===== src/rtl/vec_mem_unit.sv =====
// vec_mem_unit: sequences element-wide vector/scalar loads and stores onto a single-port RAM
module vec_mem_unit #(
    parameter int NLANES = 8,
    parameter int DATA_W = 8,
    parameter int ADDR_W = 16
) (
    input  logic                     clk,
    input  logic                     rst,
    input  logic                     mem_st,
    input  logic [1:0]               mem_op,
    input  logic [ADDR_W-1:0]        addr,
    input  logic [NLANES*DATA_W-1:0] vec_wdata,
    input  logic [DATA_W-1:0]        esc_wdata,
    output logic                     mem_rdy,
    output logic [NLANES*DATA_W-1:0] vec_rdata,
    output logic [DATA_W-1:0]        esc_rdata,
    output logic [ADDR_W-1:0]        ram_addr,
    output logic [DATA_W-1:0]        ram_wdata,
    output logic                     ram_we,
    input  logic [DATA_W-1:0]        ram_rdata
);
    localparam int IW = $clog2(NLANES + 1);
    typedef enum logic [2:0] {IDLE, RD, RWAIT, WR, DONE} state_t;
    state_t              state, state_nx;
    logic                scalar;
    logic [ADDR_W-1:0]   base;
    logic [NLANES*DATA_W-1:0] vwd;
    logic [DATA_W-1:0]   ewd;
    logic [IW-1:0]       idx, last;
    logic                accept, capture;
    assign last     = scalar ? IW'(0) : IW'(NLANES - 1);
    assign mem_rdy  = state == IDLE || state == DONE;
    assign accept   = mem_rdy && mem_st;
    assign capture  = (state == RD && idx != '0) || state == RWAIT;
    assign ram_we   = state == WR;
    assign ram_addr = (state == RD || state == WR) ? base + ADDR_W'(idx) : '0;
    assign ram_wdata = ram_we ? (scalar ? ewd : vwd[idx*DATA_W +: DATA_W]) : '0;
    // next-state: reads end with one extra cycle to catch the last RAM word
    always_comb begin
        state_nx = state;
        case (state)
            IDLE, DONE: state_nx = mem_st ? (mem_op[1] ? RD : WR) : IDLE;
            RD:         state_nx = idx == last ? RWAIT : RD;
            RWAIT:      state_nx = DONE;
            WR:         state_nx = idx == last ? DONE : WR;
            default:    state_nx = IDLE;
        endcase
    end
    // state, latched operands, element index and read-data capture (data lags address by one cycle)
    always_ff @(posedge clk or posedge rst) begin
        if (rst) begin
            state     <= IDLE;
            scalar    <= 1'b0;
            base      <= '0;
            vwd       <= '0;
            ewd       <= '0;
            idx       <= '0;
            vec_rdata <= '0;
            esc_rdata <= '0;
        end else begin
            state <= state_nx;
            if (accept) begin
                scalar <= mem_op[0];
                base   <= addr;
                vwd    <= vec_wdata;
                ewd    <= esc_wdata;
                idx    <= '0;
            end else if (state == RD || state == WR) begin
                idx <= idx + IW'(1);
            end
            if (capture && scalar)
                esc_rdata <= ram_rdata;
            for (int l = 0; l < NLANES; l++)
                if (capture && !scalar && IW'(l) == idx - IW'(1))
                    vec_rdata[l*DATA_W +: DATA_W] <= ram_rdata;
        end
    end
endmodule


===== config.mk =====
export PLATFORM = sky130hd
export DESIGN_NAME = vec_mem_unit
export DESIGN_NICKNAME = d
export VERILOG_FILES = /design/src/rtl/vec_mem_unit.sv
export SDC_FILE = /design/constraint.sdc
export NUM_CORES = 1
export LEC_CHECK = 0
export CELL_PAD_IN_SITES_DETAIL_PLACEMENT = 2
export CELL_PAD_IN_SITES_GLOBAL_PLACEMENT = 2
export CORE_MARGIN = 1
export CORE_UTILIZATION = 30
export DETAILED_ROUTE_END_ITERATION = 6
export GPL_TIMING_DRIVEN = 0
export HOLD_SLACK_MARGIN = 0.12
export PLACE_DENSITY_LB_ADDON = 0.1
export SLEW_MARGIN = 15
export SYNTH_ARGS = -nofsm -noshare
export SYNTH_HDL_FRONTEND = slang
export SYNTH_SLANG_ARGS = --single-unit

===== constraint.sdc =====
create_clock -name clk -period 7.7 [get_ports clk]
set_input_delay 1.54 -clock clk [delete_from_list [all_inputs] [get_ports clk]]
set_output_delay 1.54 -clock clk [all_outputs]
set_load 0.01 [all_outputs]

==> metrics <==
Net count, final 1044; Core Area 24600 µm²; min-delay src ewd[6]; Placed Area 10000 µm²; Worst Path Arrival 4.24 ns; Final Power 4.34 mW; post-synth cell types 47; layout cell share with drive strength beyond 1 0.146; multi-input logic area 3200 µm²; number of H-tree levels 4; Most used DFF post-synth dfrtp_1; clk_lat worst skew 0.43 ns; main combinational cell family by area after synthesis simple AND/OR/NAND/NOR gates; largest cells by area after synthesis dfrtp_1, nand2_1, mux2_2, mux4_2, ha_1; Hold Buf Count CTS 0; worst hold path class reg -> reg; chip width 161 µm; Initial Util 0.309; endpoints failing hold 0; LEAKAGE 4.83 nW; Layout Cells excl Fill 1269; WL final 25.1 mm; Critical Path Fanout Max 10; DRC viols 0; clock transition at the registers of the reported paths 0.07 ns; die height 161 µm; clk sinks 168; post-synth top area cell dfrtp_1; gr ovfl total 0; dpl ws 2.31 ns; number of cells upsized or downsized after cts 0; synthesized flop and latch total 168; Crit. End Element output pin; WS Path Type reg -> out; Post-Route Utilization 0.431; worst-margin pin slew 0.684 ns; Hold Slack 0.480 ns; proportion of synthesized area in mux cells 0.170; count leader, synth nand2_1; Finished Cell Area 10600 µm²; fin crit share 0.751; Post-CTS Setup Inserts 0; DR WL/cell 19.8 µm; Ant. Diodes 0; fin. max-slew vios 0; worst r2r src idx[1]; Setup violations, final 0; adder-cell share of the synthesized area 0.0191; 1st-iter DRT viols 263; Via-to-Cell Ratio 4.80; DR vias 6096; sequential area share after synthesis 0.553; Synth Cell Area 7600 µm²; row cnt 57; Register Area 4200 µm²; EDFF count, synth 0; Synth warnings 0; CTS tree done; max cap viols 0; Simple-Gate Fraction of Synth Area 0.191; f_max 173 MHz; Slew headroom 0.544; synthesis-to-layout area growth 39.6%; RSZ-0062 raised after global routing no; Commonest cells post-synth nand2_1, dfrtp_1, mux2_2; syn_nets 826; PD cells 409 nW/µm²; filler instances 2617; first-pass GRT wire length 39.7 mm; top cell type's share of synthesized area 0.553; Pre-Repair DR Iteration Count 4; CP Launch Type register; DP Cell Count 1237; Routed Antenna Nets 0; sum of negative setup slack 0 ns; placer congestion estimate 0.786; status finished, final reports clean; gr usage total 0.201; initial antenna violation count 0; start point of the critical path idx[1]; Post-Synthesis Cells 714; final setup margin 1.92 ns; clock skew 0.00918 ns; clock tree buffer depth 2; root buf cell clkbuf_16; Synth Area in Compound Gates 0.0328; largest net degree at the start of global routing 98; Period minus WS final 5.78 ns; Port Buffers 198; Peak VDD IR 0.000140 V; Syn Area/Cell 10.6 µm²; required time of the critical path 6.16 ns; vias in the first global route 6953; DPL Wire Length 18.5 mm; Synth async-reset ratio 1.00; DIE AREA 26000 µm²; Top Ports 199; TritonCTS buffer count 17; xor/xnor share of the synthesized area 0.00922
[power by group]
group / internal [mW] / switching [mW] / total (mW)
Clock: 0.461 / 0.396 / 0.857
Combinational: 0.976 / 0.935 / 1.91
Sequential: 1.29 / 0.280 / 1.57
Total: 2.73 / 1.61 / 4.34
[cell usage in the layout (no fill, tap or decap), types with 3 or more instances in the layout]
master and n:
and3_1 3, nand2b_1 6, clkinv_2 3, clkdlybuf4s50_1 198, dfrtp_1 168, clkbuf_1 24, nand4_1 6, ha_1 10
and2_1 5, inv_8 6, mux4_2 14, nor2_1 12, buf_2 7, o21ai_0 19, mux2_4 8, clkbuf_16 17
nand2_1 285, xnor2_1 5, a211oi_1 3, nor2_2 3, xor2_1 3, nand3_1 3, mux2_2 64, inv_1 7
or3_1 7, inv_6 3, a21oi_1 12, mux2i_1 8
[routing by layer]
| metal | up-vias | part of all wire | global-route usage |
|---|---|---|---|
| li1 | 2809 | - | - |
| met1 | 3112 | 0.44 | 0.251 |
| met2 | 141 | 0.51 | 0.351 |
| met3 | 34 | 0.031 | 0.0298 |
| met4 | 0 | 0.026 | 0.0763 |
| met5 | - | 0 | 0 |
[worst paths after layout]
kind                                 end  slack (ns)  cells after the start
min in group asynchronous       base[12]        1.57                      2
setup / recovery            ram_addr[14]        1.92                      9
hold / removal                    ewd[6]        0.48                      2
setup reg to reg           vec_rdata[49]        4.26                      8
hold reg to reg                   ewd[6]        0.48                      2
max in group asynchronous  vec_rdata[32]        5.28                      3
[area by class of cell]
class                   count  area share
clock buffers              17      0.0401
multi-input cells         502       0.302
clock inverters            15      0.0151
repair buffers            199       0.189
flip-flops and latches    168       0.396
inverters                   9     0.00389
plain buffers              35      0.0146
well taps                 324      0.0382
[cell families (layout without fill, tap and decap cells)]
| kind of cell | Yosys count | in the layout |
|---|---|---|
| compound gates | 42 | 42 |
| xor+xnor | 8 | 8 |
| fa+ha+maj | 11 | 11 |
| buf+inv | 44 | 275 |
| flops | 168 | 168 |
| mux | 96 | 96 |
| simple gates | 345 | 345 |
[state kept, by name, summed over array words and instances (netlist names)]
register,flops
vwd,64
ewd,8
base,16
scalar,1
state,3
idx,4
vec_rdata,64
esc_rdata,8
[worst max-delay path, cell delays in order (launching register included)]
cell,delay [ns]
dfrtp_1,0.55
buf_1,0.57
buf_2,0.42
inv_1,0.19
fa_1,0.44
nand2b_1,0.23
a21o_1,0.28
or3_1,0.37
a21oi_1,0.19
clkdlybuf4s50_1,0.57
No activity file was read; power rests on OpenSTA's default activity.
